## config.mk

```make
export PLATFORM = sky130hd
export DESIGN_NAME = alu_mc_flat
export DESIGN_NICKNAME = d
export VERILOG_FILES = /design/src/rtl/alu_mc_pkg.sv /design/src/rtl/alu_mc_if.sv /design/src/rtl/alu_mc_seq.sv /design/src/rtl/alu_mc.sv /design/src/flat_wrapper.sv
export SDC_FILE = /design/constraint.sdc
export NUM_CORES = 1
export LEC_CHECK = 0
export ABC_AREA = 1
export BUFFER_PORTS_ARGS = -buffer_cell sky130_fd_sc_hd__buf_2
export CAP_MARGIN = 20
export CORE_AREA = 10 10 117 77
export CTS_CLUSTER_DIAMETER = 30
export DETAILED_ROUTE_END_ITERATION = 7
export DIE_AREA = 0 0 127 87
export SLEW_MARGIN = 10
export SYNTH_ARGS = -nofsm -noshare
export SYNTH_HDL_FRONTEND = slang
export SYNTH_HIERARCHICAL = 1
export SYNTH_SLANG_ARGS = --single-unit
```

## constraint.sdc

```tcl
create_clock -name clk -period 3 [get_ports clk]
set_clock_uncertainty 0.05 [all_clocks]
set_input_delay 0.15 -clock clk [delete_from_list [all_inputs] [get_ports clk]]
set_output_delay 0.15 -clock clk [all_outputs]
set_load 0.05 [all_outputs]
```

## src/rtl/alu_mc_pkg.sv

```systemverilog
// Shared opcode and FSM encodings for the multi-cycle ALU.
package alu_mc_pkg;

  typedef enum logic [3:0] {
    OP_MOV = 4'h0,
    OP_ADD = 4'h1,
    OP_AND = 4'h2,
    OP_NOT = 4'h3,
    OP_NOR = 4'h4,
    OP_SUB = 4'h5,
    OP_SLL = 4'h6,
    OP_SRL = 4'h7,
    OP_MUL = 4'h8
  } op_e;

  typedef enum logic [1:0] {
    ST_IDLE = 2'd0,
    ST_BUSY = 2'd1,
    ST_DONE = 2'd2
  } state_e;

endpackage

```

## src/rtl/alu_mc_if.sv

```systemverilog
// Request/result handshake bundle for alu_mc; master = requester/consumer, slave = ALU.
interface alu_mc_if #(
  parameter int WIDTH = 8
);
  logic [3:0]       control;
  logic [WIDTH-1:0] input0;
  logic [WIDTH-1:0] input1;
  logic             in_valid;
  logic             in_ready;
  logic [WIDTH-1:0] alu_output;
  logic             zero;
  logic             overflow;
  logic             carry;
  logic             illegal;
  logic             out_valid;
  logic             out_ready;

  modport master (
    output control, input0, input1, in_valid, out_ready,
    input  in_ready, alu_output, zero, overflow, carry, illegal, out_valid
  );

  modport slave (
    input  control, input0, input1, in_valid, out_ready,
    output in_ready, alu_output, zero, overflow, carry, illegal, out_valid
  );
endinterface

```

## src/rtl/alu_mc_seq.sv

```systemverilog
// Iterative engine: one shift bit or one shift-add step per cycle; o_* are the values after the current step.
// Multiplier datapath only exists when ALU_MC_MUL_EN is defined.
module alu_mc_seq #(
  parameter int WIDTH = 8
) (
  input  logic                     clk,
  input  logic                     reset,
  input  logic                     i_start,
  input  logic                     i_left,
  input  logic [WIDTH-1:0]         i_a,
  input  logic [$clog2(WIDTH):0]   i_cnt,
`ifdef ALU_MC_MUL_EN
  input  logic                     i_mul,
  input  logic [WIDTH-1:0]         i_b,
`endif
  output logic                     o_last,
  output logic [WIDTH-1:0]         o_res,
  output logic                     o_carry,
  output logic                     o_ovf
);
  localparam int CW = $clog2(WIDTH) + 1;

  logic [CW-1:0]    r_cnt;
  logic             r_left;
  logic [WIDTH-1:0] r_acc;
  logic [WIDTH-1:0] w_sh_nxt;
  logic             w_sh_out;

  always_comb begin
    w_sh_nxt = r_left ? {r_acc[WIDTH-2:0], 1'b0} : {1'b0, r_acc[WIDTH-1:1]};
    w_sh_out = r_left ? r_acc[WIDTH-1] : r_acc[0];
  end

`ifdef ALU_MC_MUL_EN
  logic               r_mul;
  logic [WIDTH-1:0]   r_mcand;
  logic [2*WIDTH-1:0] r_prod;
  logic [WIDTH:0]     w_sum;
  logic [2*WIDTH-1:0] w_prod_nxt;

  // Partial product lives in the upper half; the multiplier drains out of the lower half.
  always_comb begin
    w_sum      = {1'b0, r_prod[2*WIDTH-1:WIDTH]} + {1'b0, (r_prod[0] ? r_mcand : {WIDTH{1'b0}})};
    w_prod_nxt = {w_sum, r_prod[WIDTH-1:1]};
    o_res      = r_mul ? w_prod_nxt[WIDTH-1:0] : w_sh_nxt;
    o_carry    = r_mul ? 1'b0 : w_sh_out;
    o_ovf      = r_mul ? (|w_prod_nxt[2*WIDTH-1:WIDTH]) : 1'b0;
  end
`else
  always_comb begin
    o_res   = w_sh_nxt;
    o_carry = w_sh_out;
    o_ovf   = 1'b0;
  end
`endif

  assign o_last = (r_cnt == CW'(1));

  always_ff @(posedge clk or posedge reset) begin
    if (reset) begin
      r_cnt   <= '0;
      r_left  <= 1'b0;
      r_acc   <= '0;
`ifdef ALU_MC_MUL_EN
      r_mul   <= 1'b0;
      r_mcand <= '0;
      r_prod  <= '0;
`endif
    end else if (i_start) begin
      r_cnt   <= i_cnt;
      r_left  <= i_left;
      r_acc   <= i_a;
`ifdef ALU_MC_MUL_EN
      r_mul   <= i_mul;
      r_mcand <= i_a;
      r_prod  <= {{WIDTH{1'b0}}, i_b};
`endif
    end else if (r_cnt != '0) begin
      r_cnt   <= r_cnt - CW'(1);
      r_acc   <= w_sh_nxt;
`ifdef ALU_MC_MUL_EN
      r_prod  <= w_prod_nxt;
`endif
    end
  end

endmodule

```

## src/rtl/alu_mc.sv

```systemverilog
// Multi-cycle ALU: 1-cycle logic/arith, 1+amount for shifts, WIDTH+1 for MUL (ALU_MC_MUL_EN); results held until out_ready.
// in_ready = IDLE, or DONE while the consumer takes the current result (allows back-to-back).
module alu_mc
  import alu_mc_pkg::*;
#(
  parameter int WIDTH = 8
) (
  input  logic     clk,
  input  logic     reset,
  alu_mc_if.slave  bus
);
  localparam int SHW = $clog2(WIDTH);
  localparam int CW  = SHW + 1;

  state_e           r_state;
  logic             r_vld;
  logic [WIDTH-1:0] r_out;
  logic             r_zero;
  logic             r_ovf;
  logic             r_carry;
  logic             r_ill;

  logic             w_accept;
  logic             w_start;
  logic [WIDTH-1:0] w_res;
  logic [WIDTH:0]   w_sum;
  logic             w_c;
  logic             w_v;
  logic             w_ill;
  logic             w_multi;
  logic             w_left;
  logic [CW-1:0]    w_cnt;
`ifdef ALU_MC_MUL_EN
  logic             w_mul;
`endif
  logic             w_last;
  logic [WIDTH-1:0] w_eng_res;
  logic             w_eng_c;
  logic             w_eng_v;

  assign bus.in_ready   = (r_state == ST_IDLE) || ((r_state == ST_DONE) && bus.out_ready);
  assign w_accept       = bus.in_valid && bus.in_ready;
  assign w_start        = w_accept && w_multi;
  assign bus.out_valid  = r_vld;
  assign bus.alu_output = r_out;
  assign bus.zero       = r_zero;
  assign bus.overflow   = r_ovf;
  assign bus.carry      = r_carry;
  assign bus.illegal    = r_ill;

  always_comb begin
    w_res   = '0;
    w_sum   = '0;
    w_c     = 1'b0;
    w_v     = 1'b0;
    w_ill   = 1'b0;
    w_multi = 1'b0;
    w_left  = 1'b0;
    w_cnt   = CW'(bus.input1[SHW-1:0]);
`ifdef ALU_MC_MUL_EN
    w_mul   = 1'b0;
`endif
    case (bus.control)
      OP_MOV: w_res = bus.input0;
      OP_ADD: begin
        w_sum = {1'b0, bus.input0} + {1'b0, bus.input1};
        w_res = w_sum[WIDTH-1:0];
        w_c   = w_sum[WIDTH];
        w_v   = (bus.input0[WIDTH-1] == bus.input1[WIDTH-1]) &&
                (w_sum[WIDTH-1] != bus.input0[WIDTH-1]);
      end
      OP_SUB: begin
        // a + ~b + 1: carry-out high means no borrow
        w_sum = {1'b0, bus.input0} + {1'b0, ~bus.input1} + {{WIDTH{1'b0}}, 1'b1};
        w_res = w_sum[WIDTH-1:0];
        w_c   = w_sum[WIDTH];
        w_v   = (bus.input0[WIDTH-1] != bus.input1[WIDTH-1]) &&
                (w_sum[WIDTH-1] != bus.input0[WIDTH-1]);
      end
      OP_AND: w_res = bus.input0 & bus.input1;
      OP_NOT: w_res = ~bus.input0;
      OP_NOR: w_res = ~(bus.input0 | bus.input1);
      OP_SLL, OP_SRL: begin
        w_left = (bus.control == OP_SLL);
        if (bus.input1[SHW-1:0] == '0) w_res = bus.input0;
        else                           w_multi = 1'b1;
      end
`ifdef ALU_MC_MUL_EN
      OP_MUL: begin
        w_multi = 1'b1;
        w_mul   = 1'b1;
        w_cnt   = CW'(WIDTH);
      end
`endif
      default: w_ill = 1'b1;
    endcase
  end

  alu_mc_seq #(.WIDTH(WIDTH)) u_seq (
    .clk     (clk),
    .reset   (reset),
    .i_start (w_start),
    .i_left  (w_left),
    .i_a     (bus.input0),
    .i_cnt   (w_cnt),
`ifdef ALU_MC_MUL_EN
    .i_mul   (w_mul),
    .i_b     (bus.input1),
`endif
    .o_last  (w_last),
    .o_res   (w_eng_res),
    .o_carry (w_eng_c),
    .o_ovf   (w_eng_v)
  );

  always_ff @(posedge clk or posedge reset) begin
    if (reset) begin
      r_state <= ST_IDLE;
      r_vld   <= 1'b0;
      r_out   <= '0;
      r_zero  <= 1'b0;
      r_ovf   <= 1'b0;
      r_carry <= 1'b0;
      r_ill   <= 1'b0;
    end else if (w_accept) begin
      if (w_multi) begin
        r_state <= ST_BUSY;
        r_vld   <= 1'b0;
      end else begin
        r_state <= ST_DONE;
        r_vld   <= 1'b1;
        r_out   <= w_res;
        r_zero  <= !w_ill && (w_res == '0);
        r_ovf   <= w_v;
        r_carry <= w_c;
        r_ill   <= w_ill;
      end
    end else if ((r_state == ST_BUSY) && w_last) begin
      r_state <= ST_DONE;
      r_vld   <= 1'b1;
      r_out   <= w_eng_res;
      r_zero  <= (w_eng_res == '0);
      r_ovf   <= w_eng_v;
      r_carry <= w_eng_c;
      r_ill   <= 1'b0;
    end else if ((r_state == ST_DONE) && bus.out_ready) begin
      r_state <= ST_IDLE;
      r_vld   <= 1'b0;
    end
  end

endmodule

```

## src/flat_wrapper.sv

```systemverilog
// flat-port wrapper written by rule: the top's interface ports become plain ports
module alu_mc_flat import alu_mc_pkg::*;
#(
  parameter int WIDTH = 8
)
  (clk, reset, bus_control, bus_input0, bus_input1, bus_in_valid, bus_out_ready, bus_in_ready, bus_alu_output, bus_zero, bus_overflow, bus_carry, bus_illegal, bus_out_valid);
  alu_mc_if #(.WIDTH(WIDTH)) bus_i ();
  input  logic clk;
  input  logic reset;
  input wire logic [$bits(bus_i.control)-1:0] bus_control;
  input wire logic [$bits(bus_i.input0)-1:0] bus_input0;
  input wire logic [$bits(bus_i.input1)-1:0] bus_input1;
  input wire logic [$bits(bus_i.in_valid)-1:0] bus_in_valid;
  input wire logic [$bits(bus_i.out_ready)-1:0] bus_out_ready;
  output wire logic [$bits(bus_i.in_ready)-1:0] bus_in_ready;
  output wire logic [$bits(bus_i.alu_output)-1:0] bus_alu_output;
  output wire logic [$bits(bus_i.zero)-1:0] bus_zero;
  output wire logic [$bits(bus_i.overflow)-1:0] bus_overflow;
  output wire logic [$bits(bus_i.carry)-1:0] bus_carry;
  output wire logic [$bits(bus_i.illegal)-1:0] bus_illegal;
  output wire logic [$bits(bus_i.out_valid)-1:0] bus_out_valid;
  assign bus_i.control = bus_control;
  assign bus_i.input0 = bus_input0;
  assign bus_i.input1 = bus_input1;
  assign bus_i.in_valid = bus_in_valid;
  assign bus_i.out_ready = bus_out_ready;
  assign bus_in_ready = bus_i.in_ready;
  assign bus_alu_output = bus_i.alu_output;
  assign bus_zero = bus_i.zero;
  assign bus_overflow = bus_i.overflow;
  assign bus_carry = bus_i.carry;
  assign bus_illegal = bus_i.illegal;
  assign bus_out_valid = bus_i.out_valid;
  alu_mc #(.WIDTH(WIDTH)) u_core (.clk(clk), .reset(reset), .bus(bus_i));
endmodule
```

## Word-level counts from Yosys, hierarchy flattened

Index checks and enable logic that the tools add are counted.

- Add/subtract/negate cells: 4
- Multiply operators: 0
- Divide/modulo/power cells: 0
- $lt $le $gt $ge: 0
- Eq/ne operators: 15
- Shifts and indexed selects: 0
- Mux-type cells: 36
- Bitwise operators: 5
- Reductions and logical operators: 20

Operators by type and width:

| operator | count |
|---|---|
| 8-bit two-way mux | 7 |
| 8-bit case mux with 7 select lines | 1 |
| 8-bit NOT | 3 |
| 1-bit two-way mux | 20 |
| 8-bit by 8-bit adder with 9-bit output | 2 |
| 4-bit by 3-bit equality test with 1-bit output (second input constant) | 4 |
| 8-bit logical NOT | 2 |
| 9-bit by 1-bit adder with 9-bit output (second input constant) | 1 |
| 8-bit bitwise AND | 1 |
| 4-bit by 1-bit equality test with 1-bit output (second input constant) | 2 |
| 4-bit by 2-bit equality test with 1-bit output (second input constant) | 2 |
| 2-bit two-way mux | 4 |
| 4-bit two-way mux | 2 |
| 8-bit OR | 1 |
| 8-bit OR reduction | 1 |
| 1-bit logical AND | 7 |
| 4-bit logical NOT | 1 |
| 1-bit case mux with 2 select lines | 2 |
| 2-bit nonzero test | 2 |
| 4-bit nonzero test | 1 |
| 4-bit by 1-bit subtractor with 4-bit output (second input constant) | 1 |
| 3-bit logical NOT | 1 |
| 1-bit inequality test | 3 |
| 3-bit nonzero test | 1 |
| other kinds (8) | 8 |

- Register bits: 28
- Latch bits: 0
- Memory bits (writable): 0
- Memory bits (read-only): 0
- Input bits: 24
- Output and inout bits: 14
- Logic and storage cells: 90
- Memories: 0

## Longest topological paths before layout

Gate-level depths: netlist of the first run.

- Word-level depth: 8
- Gate-level depth with buffers: 15
- Mapped depth without buffers: 15

## Modules after synthesis

The synthesis of the first run kept the hierarchy.

Modules (own cells, without submodules):

| module | instances | cells an instance | area an instance (sq um) | seq. area each (sq um) |
|---|---|---|---|---|
| alu_mc | 1 | 348 | 2093.3 | 350.3 |
| alu_mc_seq | 1 | 113 | 844.6 | 325.3 |

## Least setup slack after synthesis of the first run

OpenSTA, ideal clock, no wires.

- Path type: reg-to-reg
- From: register u_core.r_state[1]
- To: register u_core.u_seq.r_acc[1]
- Setup time: 125 ps
- Arrival time: 2160 ps
- Required time: 2825 ps
- Slack: 665 ps
- Stages on the path, launching flop included: 13
- Path buffers: 2
- Clock period less this slack: 2335 ps
- Cells stage by stage: dfrtp_1 inv_1 nor2_1 nor2_2 nand2_2 inv_2 nand3_2 inv_1 buf_4 inv_4 buf_4 nand4_1 nand3_1

- Cells in the longest elaborated chain, start to end: 6
- Elaborated cells on any way between the ends: 8
- Those cells by class: eq/ne: 1; mux: 1; reduce/logical: 6

Ends and longest elaborated chain:

| what | RTL line | source |
|---|---|---|
| from (decl) | alu_mc.sv:15 | `state_e r_state;` |
| from (signal assigned) | alu_mc.sv:118 | `r_state <= ST_IDLE;` |
| from (signal assigned) | alu_mc.sv:127 | `r_state <= ST_BUSY;` |
| from (signal assigned) | alu_mc.sv:130 | `r_state <= ST_DONE;` |
| 2-bit equality test | alu_mc.sv:41 | `assign bus.in_ready = (r_state == ST_IDLE) \|\| ((r_state == ST_DONE) && bus.out_ready);` |
| 1-bit logical AND | alu_mc.sv:41 |  |
| 1-bit logical OR * | alu_mc.sv:41 |  |
| via bus_in_ready | flat_wrapper.sv:15 | `output wire logic [$bits(bus_i.in_ready)-1:0] bus_in_ready;` |
| 1-bit logical AND * | alu_mc.sv:42 | `assign w_accept = bus.in_valid && bus.in_ready;` |
| 1-bit logical AND * | alu_mc.sv:43 | `assign w_start = w_accept && w_multi;` |
| via u_core.w_start | alu_mc.sv:24 | `logic w_start;` |
| 8-bit two-way mux or 2-bit nonzero test (tied branches) | - |  |
| to (signal assigned) | alu_mc_seq.sv:72 | `r_acc <= i_a;` |
| to (signal assigned) | alu_mc_seq.sv:80 | `r_acc <= w_sh_nxt;` |
| to (decl) | alu_mc_seq.sv:25 | `logic [WIDTH-1:0] r_acc;` |

Mark *: on every way through the listed nets, which the timed path passes. The rest lies on a longest branch.
A chain may end at the register's enable or synchronous reset.

## Worst setup path in the final report of the first run

- From: register u_core.r_state[1]
- To: register u_core.u_seq.r_cnt[3]

- Cells in the longest elaborated chain, start to end: 6
- Elaborated cells on any way between the ends: 8
- Those cells by class: eq/ne: 1; mux: 1; reduce/logical: 6

Ends and longest elaborated chain:

| what | RTL line | source |
|---|---|---|
| 2-bit equality test | alu_mc.sv:41 |  |
| 1-bit logical AND | alu_mc.sv:41 |  |
| 1-bit logical OR * | alu_mc.sv:41 |  |
| 1-bit logical AND * | alu_mc.sv:42 |  |
| 1-bit logical AND * | alu_mc.sv:43 |  |
| via u_core.w_start | alu_mc.sv:24 |  |
| 4-bit two-way mux or 2-bit nonzero test (tied branches) | - |  |
| to (signal assigned) | alu_mc_seq.sv:70 | `r_cnt <= i_cnt;` |
| to (signal assigned) | alu_mc_seq.sv:79 | `r_cnt <= r_cnt - CW'(1);` |
| to (decl) | alu_mc_seq.sv:23 | `logic [CW-1:0] r_cnt;` |

Marks and branches as above.

==> impl_metrics.csv, run 1 <==
group,metric,value,unit
worst_setup_path,cp.arrival,2.36,ns
finish,antennaDiodeCount,0,
clocking,postCtsSetupRepairBufs,0,
yosys,synthArstFlopShare,1.00,
grt,antenna_found_initial,0,
yosys,synthTopCellsByCount,"nand2_1 (125), nand3_1 (67), inv_1 (56), nor2_1 (41)",
power,leakagePower,1.75,nW
yosys,yosysWarnings,6,
sta,relSlewSlack,0.614,
floorplan,ioPinCount,38,
floorplan,start_util,0.422,
floorplan,dieHeight,87,um
sta,worst_slew_pin_slew,0.578,ns
drt,wl_per_cell,15.6,um
placed_design,placedCellCount,577,
clocking,cts_resized,0,
sta,setup_ws,0.753,ns
sta,min_period_over_period,0.749,
yosys,synth_edf_count,0,
placed_design,dp_slack,0.772,ns
hold_path,hp-class,"in2reg",
grt,grt_max_degree,20,
clocking,insertion_delay,0.27,ns
drt,vias_per_cell,5.32,
status,status,"finished clean",
clocking,cts_sinks,27,
power,ir_drop,0.535,mV
yosys,yosys-top-cells-area,"dfrtp_1 (23%), nand2_1 (16%), ha_1 (11%)",
worst_setup_path,crit_required,3.11,ns
yosys,synth_top_area_cell,"dfrtp_1",
worst_setup_path,cp-start-kind,"flip-flop",
yosys,synth_seq_cells,27,
sta,maxSlewViolCount,0,
grt,grt_pass1_vias,2794,
worst_setup_path,cp_max_fo,19,
yosys,yosys.cell_types.count,38,
grt,grt.overflow.total,0,
worst_setup_path,cpPeakStageDelay,0.46,ns
clocking,cts_buffer_depth,2,
finish,utilization,0.466,
placed_design,port_buffers,37,
finish,nets,545,
yosys,netlist_instances,461,
finish,post-route-cell-area,3250,um^2
yosys,netlist_area,2940,um^2
floorplan,dieArea,11000,um^2
grt,grt_usage,0.162,
yosys,synthFlopType,"dfrtp_1",
drt,routed_wirelength,9090,um
worst_setup_path,crit_path_cell_trace,"inv_1 > nor2_1 > nor2_2 > nand2_2 > inv_2 > nand3_2 > inv_1 > inv_4 > nand2_1 > inv_1 > nand2_1 > nand2_1",
sta,tns,0,ns
clocking,cts_tree,"built",
worst_setup_path,end_kind,"flip-flop",
drt,drt-pass1-iter-count,5,
worst_setup_path,slowest_stage,"inv_1",
drt,drc,0,
sta,max_freq,445,MHz
clocking,clkTransAtPathRegs,0.07,ns
drt,vias,3099,
finish,final_cell_count_no_fill,582,
sta,whs,0.113,ns
worst_setup_path,critPathKind,"reg2reg",
placed_design,gp_routability_congestion,0.978,
clocking,cts_root_buffer,"clkbuf_16",
run,maxCapViolCount,0,
yosys,synth_nets,514,
yosys,synth.most_common_cell,"nand2_1",
floorplan,coreArea,6970,um^2
finish,areaGrowthSynthToFinish,10.6,%
power,p_per_area,605,nW/um^2
finish,drive_above_1_share,0.138,
placed_design,hpwl,7300,um
yosys,avgSynthCellArea,6.37,um^2
yosys,ys_seq_area_frac,0.230,
grt,grt_pass1_wl,14600,um
sta,hold_viol,0,
finish,fill_cells,768,
sta,final-setup-viol-count,0,
drt,postRouteAntennaNets,0,
clocking,holdBufCountCts,1,
sta,period_minus_slack,2.25,ns
floorplan,die_w,127,um
clocking,ctsHtreeMaxLevel,1,
yosys,yosysTopAreaCellShare,0.230,
power,finalPower,1.97,mW
drt,drt_iter0_drc,326,
clocking,cts_inserted_buffers,3,
sta,rsz0062_at_grt,"false",
placed_design,placed_area,3160,um^2
floorplan,rows,24,
-- cell type report --
class                      instances  area, um^2  share of cell area
clock buffer                       3        75.1              0.0231
timing repair buffer              38         195              0.0601
clock inverter                     1        8.76             0.00270
tap                               91         114              0.0350
multi-input combinational        360        1950               0.599
sequential                        27         676               0.208
inverter                          62         235              0.0724
-- routing by layer --
metal  wire [um]  track usage  vias to the layer above
met4          55       0.0216                        0
met3         783       0.0371                        7
met2        3420        0.217                      124
li1            -            -                     1551
met5           0            0                        -
met1        4830        0.252                     1417
-- layout by cell type, fill, tap and decap left out --
master / netlist / routed
a21boi_0: 1 / 1
a21oi_1: 22 / 22
a21oi_2: 1 / 1
a31oi_1: 1 / 1
buf_2: 5 / 37
clkbuf_16: 0 / 3
conb_1: 2 / 2
dfrtp_1: 27 / 27
dlygate4sd3_1: 0 / 1
fa_1: 2 / 2
ha_1: 27 / 27
inv_1: 56 / 56
inv_2: 5 / 5
inv_4: 1 / 1
inv_6: 0 / 1
nand2_1: 125 / 125
nand2_2: 4 / 4
nand2_4: 2 / 2
nand3_1: 67 / 67
nand3_2: 1 / 1
nand3_4: 1 / 1
nand3b_1: 2 / 2
nand4_1: 12 / 12
nor2_1: 41 / 41
nor2_2: 10 / 10
nor2_4: 1 / 1
nor2_8: 1 / 1
nor3_1: 1 / 1
nor3b_1: 1 / 1
nor4_1: 2 / 2
o211ai_1: 1 / 1
o21a_1: 1 / 1
o21ai_0: 17 / 17
o21ai_1: 9 / 9
o21bai_1: 1 / 1
o22ai_1: 1 / 1
xnor2_1: 1 / 1
xor2_1: 2 / 2
-- kinds of logic after synthesis --
kind of cell / synth area share
simple gates: 0.423
buf+inv: 0.108
compound gates: 0.0992
fa+ha+maj: 0.129
flops: 0.230
xor+xnor: 0.00895
other cells: 0.00256
-- report_power, final --
group          total [mW]  switching (mW)  internal [mW]
Clock               0.320           0.135          0.185
Sequential          0.594           0.111          0.483
Combinational        1.05           0.762          0.290
Total                1.97            1.01          0.957
-- path summary, 6_finish.rpt --
path | end | slack [ns] | startpoint | depth (start not counted)
setup / recovery | u_core/u_seq/r_cnt[3] | 0.75 | u_core/r_state[1] | 12
hold / removal | u_core/u_seq/r_cnt[2] | 0.11 | bus_input1[2] | 3
setup reg to reg | u_core/u_seq/r_cnt[3] | 0.75 | u_core/r_state[1] | 12
hold reg to reg | u_core/bus.alu_output[4] | 0.45 | u_core/bus.alu_output[4] | 2
max in group asynchronous | u_core/u_seq/r_cnt[0] | 2.12 | reset | 3
min in group asynchronous | u_core/r_state[1] | 0.42 | reset | 3
-- critical path, delay by kind of cell, from the launching register on --
family | cells | cell delay [ns]
buffers and inverters | 5 | 0.96
AND/OR/NAND/NOR | 7 | 0.70
flip-flops | 1 | 0.41
-- flip-flops by register name, summed over array words and instances, names as in the netlist --
signal / cells
u_core/bus.alu_output: 8
u_core/r_state: 2
u_core/bus.overflow: 1
u_core/bus.carry: 1
u_core/u_seq/r_acc: 8
u_core/bus.zero: 1
u_core/u_seq/r_cnt: 4
u_core/bus.illegal: 1
u_core/u_seq/r_left: 1
No activity file was read; power rests on OpenSTA's default activity.
==> run 2: changes to the inputs <==
==> constraint.sdc (replaced) <==
create_clock -name clk -period 1.9 [get_ports clk]
set_clock_uncertainty 0.05 [all_clocks]
set_input_delay 0.095 -clock clk [delete_from_list [all_inputs] [get_ports clk]]
set_output_delay 0.095 -clock clk [all_outputs]
set_load 0.05 [all_outputs]
==> impl_metrics.csv, run 2 (synthesis results as in run 1) <==
group,metric,value,unit
status,status,"finished clean",
grt,grt_pass1_vias,3009,
clocking,insertion_delay,0.27,ns
sta,rsz0062_at_grt,"false",
placed_design,hpwl,7600,um
finish,nets,577,
worst_setup_path,reg2regPathDepth,12,
clocking,cts_root_buffer,"clkbuf_16",
finish,drive_above_1_share,0.201,
clocking,clkTransAtPathRegs,0.07,ns
drt,vias,3229,
finish,fill_cells,720,
sta,hold_viol,0,
worst_setup_path,cpPeakStageDelay,0.43,ns
placed_design,gp_routability_congestion,0.908,
finish,mostFrequentLayoutCells,"nand2_1 (125), nand3_1 (67), inv_1 (54)",
worst_setup_path,crit_path_cell_trace,"inv_2 > nor2_2 > nor2_4 > nand2_4 > inv_6 > nand3_4 > inv_2 > inv_6 > nand2_1 > inv_1 > nand2_1 > nand2_1",
drt,vias_per_cell,5.26,
clocking,postCtsSetupRepairBufs,0,
worst_setup_path,r2r-start,"u_core/r_state[1]",
placed_design,port_buffers,37,
clocking,cts_sinks,27,
hold_path,min_to,"u_core/r_state[1]",
floorplan,rows,24,
clocking,cts_tree,"built",
floorplan,start_util,0.422,
sta,min_period_over_period,0.922,
drt,drt_iter0_drc,300,
drt,drc,0,
worst_setup_path,crit_required,2.01,ns
finish,antennaDiodeCount,0,
grt,grt_max_degree,17,
sta,worst_slew_pin_slew,0.549,ns
worst_setup_path,cpMostUsedCell,"nand2_1",
drt,routed_wirelength,9430,um
worst_setup_path,end_kind,"flip-flop",
finish,final_common_cell,"nand2_1",
grt,antenna_found_initial,0,
power,p_per_area,923,nW/um^2
worst_setup_path,cp_max_fo,15,
clocking,cts_buffer_depth,2,
grt,grt.overflow.total,0,
worst_setup_path,r2r-end,"u_core/u_seq/r_cnt[3]",
worst_setup_path,slowest_stage,"dfrtp_2",
clocking,ctsHtreeMaxLevel,1,
sta,final-setup-viol-count,0,
hold_path,hold_depth,4,
clocking,cts_inserted_buffers,3,
worst_setup_path,r2r_slack,0.15,ns
worst_setup_path,cp-start-kind,"flip-flop",
drt,drt-pass1-iter-count,5,
power,ir_drop,1.04,mV
finish,final_cell_count_no_fill,614,
run,maxCapViolCount,0,
grt,grt_usage,0.172,
worst_setup_path,critPathKind,"reg2reg",
sta,period_minus_slack,1.75,ns
hold_path,min_from,"bus_out_ready",
sta,maxSlewViolCount,0,
drt,postRouteAntennaNets,0,
floorplan,dieHeight,87,um
finish,areaGrowthSynthToFinish,20.0,%
sta,relSlewSlack,0.633,
sta,max_freq,571,MHz
floorplan,die_w,127,um
placed_design,placedCellCount,609,
floorplan,coreArea,6970,um^2
hold_path,hp-class,"in2reg",
floorplan,ioPinCount,38,
power,leakagePower,1.91,nW
drt,wl_per_cell,15.4,um
sta,tns,0,ns
worst_setup_path,cp.arrival,1.86,ns
grt,grt_pass1_wl,15700,um
floorplan,dieArea,11000,um^2
-- run 2: worst max-delay path by stage --
stage | start | to | slack (ns) | cells after the start
floorplan | u_core/r_state[1] | u_core/u_seq/r_acc[1] | -0.02 | 12
global placement | bus_input0[0] | u_core/bus.zero | -0.05 | 13
detailed placement | bus_input0[0] | u_core/bus.zero | -0.07 | 13
CTS | u_core/u_seq/r_cnt[1] | u_core/bus.alu_output[6] | 0.05 | 11
global route | u_core/r_state[1] | u_core/u_seq/r_cnt[3] | 0.006 | 12
finish | u_core/r_state[1] | u_core/u_seq/r_cnt[3] | 0.15 | 12
-- run 2: what timing repair did --
action                     CTS  global route
hold endpoints to repair    27             0
gates resized for setup      0             4
setup endpoints to repair    0            11
hold buffers                 1             0
-- run 2: worst max-delay path, delay by kind of cell, from the launching register on --
family | cells | cell delay, ns
buffers and inverters | 5 | 0.59
AND/OR/NAND/NOR | 7 | 0.57
flip-flops | 1 | 0.43
-- run 2: final cells by class --
class,instances,area (um^2),share of cell area
clock inverter,1,7.51,0.00213
timing repair buffer,70,435,0.124
multi-input combinational,360,1970,0.559
sequential,27,677,0.192
tap,91,114,0.0323
clock buffer,3,75.1,0.0213
inverter,62,245,0.0696
-- run 2: power breakdown --
group / internal [mW] / switching, mW / total, mW
sequential: 0.765 / 0.142 / 0.906
clock: 0.287 / 0.212 / 0.499
combinational: 0.569 / 1.28 / 1.85
total: 1.62 / 1.63 / 3.25
-- run 2: per-stage QoR --
stage / util / power, mW / hold WS (ns) / instance area [um^2] / setup WS (ns)
detailed placement: 0.492 / 2.73 / 0.121 / 3420 / -0.0742
CTS: 0.505 / 3.24 / 0.132 / 3520 / 0.0475
finish: 0.506 / 3.25 / 0.122 / 3520 / 0.148
global placement: 0.492 / 2.73 / 0.128 / 3420 / -0.0467
floorplan: - / 2.20 / -0.0780 / 2970 / -0.0154
global route: 0.506 / 3.52 / 0.157 / 3520 / 0.00644
-- run 2: per-layer routing --
layer / wire length [um] / share of wire / GRT usage / vias up
met5: 0 / 0 / 0 / -
met4: 36 / 0.0038 / 0.0134 / 0
met3: 756 / 0.080 / 0.0304 / 6
met2: 3600 / 0.38 / 0.236 / 134
met1: 5040 / 0.53 / 0.273 / 1472
li1: - / - / - / 1617
==> run 3: changes to the inputs <==
--- a/config.mk
+++ b/config.mk
@@ -8,10 +8,11 @@
 export ABC_AREA = 1
 export BUFFER_PORTS_ARGS = -buffer_cell sky130_fd_sc_hd__buf_2
 export CAP_MARGIN = 20
-export CORE_AREA = 10 10 117 77
+export CORE_AREA = 10 10 110 73
 export CTS_CLUSTER_DIAMETER = 30
 export DETAILED_ROUTE_END_ITERATION = 7
-export DIE_AREA = 0 0 127 87
+export DIE_AREA = 0 0 120 83
+export PLACE_DENSITY = 0.72
 export SLEW_MARGIN = 10
 export SYNTH_ARGS = -nofsm -noshare
 export SYNTH_HDL_FRONTEND = slang
==> impl_metrics.csv, run 3 (synthesis results as in run 1) <==
group,metric,value,unit
status,status,"finished clean",
worst_setup_path,r2r-end,"u_core/bus.alu_output[6]",
worst_setup_path,reg2regPathDepth,11,
clocking,insertion_delay,0.28,ns
drt,vias,3196,
hold_path,hold_depth,4,
worst_setup_path,end_kind,"flip-flop",
sta,max_freq,583,MHz
finish,multi_input_area,1980,um^2
drt,drt-pass1-iter-count,5,
hold_path,min_from,"bus_out_ready",
power,p_per_area,894,nW/um^2
finish,regArea,677,um^2
placed_design,gp_routability_congestion,0.968,
floorplan,rows,22,
worst_setup_path,cp_max_fo,4,
grt,use_met1,0.271,
hold_path,min_to,"u_core/r_state[1]",
grt,grt_max_degree,17,
clocking,cts_sinks,27,
placed_design,placed_area,3380,um^2
finish,post-route-cell-area,3450,um^2
worst_setup_path,r2r_slack,0.24,ns
hold_path,hp-class,"in2reg",
run,maxCapViolCount,0,
sta,tns,0,ns
grt,grt_pass1_wl,15100,um
placed_design,port_buffers,37,
power,leakagePower,1.87,nW
sta,period_minus_slack,1.72,ns
finish,antennaDiodeCount,0,
grt,grt_util_met3,0.0399,
clocking,cts_tree,"built",
finish,fill_cells,591,
clocking,postCtsSetupRepairBufs,0,
floorplan,die_w,120,um
drt,routed_wirelength,8910,um
worst_setup_path,r2r-start,"u_core/u_seq/r_cnt[1]",
sta,maxSlewViolCount,0,
power,ir_drop,0.637,mV
floorplan,ioPinCount,38,
floorplan,dieArea,9960,um^2
sta,final-setup-viol-count,0,
floorplan,dieHeight,83,um
worst_setup_path,cp.arrival,1.88,ns
worst_setup_path,critPathKind,"in2reg",
grt,antenna_found_initial,0,
sta,min_period_over_period,0.903,
grt,grt_util_met2,0.250,
floorplan,coreArea,5970,um^2
finish,areaGrowthSynthToFinish,17.6,%
drt,wl_per_cell,14.8,um
clocking,clkTransAtPathRegs,0.10,ns
grt,grt.overflow.total,0,
worst_setup_path,cp-start-kind,"input port",
clocking,cts_inserted_buffers,3,
drt,vias_per_cell,5.31,
sta,setup_ws,0.184,ns
drt,postRouteAntennaNets,0,
clocking,cts_root_buffer,"clkbuf_8",
sta,hold_viol,0,
grt,grt_usage,0.178,
finish,final_common_cell,"nand2_1",
grt,top_usage_layer,"met1",
clocking,ctsHtreeMaxLevel,1,
floorplan,start_util,0.492,
placed_design,hpwl,7330,um
sta,worst_slew_pin_slew,0.608,ns
sta,relSlewSlack,0.594,
finish,nets,572,
finish,mostFrequentLayoutCells,"nand2_1 (125), nand3_1 (67), inv_1 (54)",
grt,grt_pass1_vias,3061,
placed_design,dp_slack,-0.0782,ns
clocking,cts_buffer_depth,2,
finish,drive_above_1_share,0.193,
drt,drc,0,
drt,drt_iter0_drc,301,
worst_setup_path,crit_required,2.07,ns
run 3: cell types whose count changed in the layout (fill, tap and decap cells not counted):
cell       before  now
buf_4          32   27
clkbuf_16       3    0
clkbuf_8        0    3
o21ai_0        15   17
o21ai_1        11    9
inv_2           5    4
inv_6           2    3
nand2_2         3    2
nand2_4         3    4
run 3: worst max path at each step:
| stage | startpoint | slack (ns) | cells after the start | endpoint |
|---|---|---|---|---|
| finish | bus_input0[0] | 0.18 | 13 | u_core/bus.zero |
| detailed placement | bus_input0[0] | -0.08 | 13 | u_core/bus.zero |
| global route | u_core/u_seq/r_cnt[1] | -0.009 | 11 | u_core/bus.alu_output[0] |
| floorplan | u_core/r_state[1] | -0.02 | 12 | u_core/u_seq/r_acc[1] |
| global placement | bus_input0[0] | -0.02 | 13 | u_core/bus.zero |
| CTS | u_core/u_seq/r_cnt[1] | 0.08 | 11 | u_core/bus.alu_output[0] |
run 3: metal layers:
| layer | routed length [um] | part of all wire |
|---|---|---|
| met2 | 3490 | 0.39 |
| met3 | 824 | 0.092 |
| met5 | 0 | 0 |
| met1 | 4530 | 0.51 |
| met4 | 69 | 0.0077 |
run 3: per-stage QoR:
step	utilization	hold slack (ns)	std cells	power [mW]
floorplan	-	-0.0780	461	2.20
detailed placement	0.566	0.116	597	2.72
global route	0.578	0.0985	602	3.34
CTS	0.575	0.0842	602	3.07
global placement	0.566	0.113	597	2.68
finish	0.578	0.0912	602	3.09
run 3: what timing repair did:
action                                  in CTS  in global routing
hold buffers                                 1                  0
resized for setup                            0                  6
endpoints found under the setup margin       0                 11
hold endpoints to repair                    27                  0
run 3: power by group:
group | internal [mW] | leakage, nW | total, mW | switching, mW
registers | 0.764 | 0.341 | 0.913 | 0.149
clock network | 0.149 | 0.0217 | 0.338 | 0.189
logic | 0.560 | 1.51 | 1.84 | 1.28
run 3: area by class of cell:
type                            count  share of cell area
Clock buffer                        3              0.0120
Clock inverter                      1             0.00217
Inverter                           62              0.0724
Multi-Input combinational cell    360               0.572
Sequential cell                    27               0.196
Tap cell                           84              0.0304
Timing Repair Buffer               65               0.115
run 3: critical path, stage by stage:
cell     delay, ns
buf_2         0.10
inv_1         0.06
ha_1          0.22
fa_1          0.46
o21ai_0       0.25
nand3_1       0.10
nand2_1       0.07
nor2_1        0.04
nor2_2        0.12
nand2_1       0.07
nor2_2        0.10
nand3_1       0.08
a21oi_2       0.12
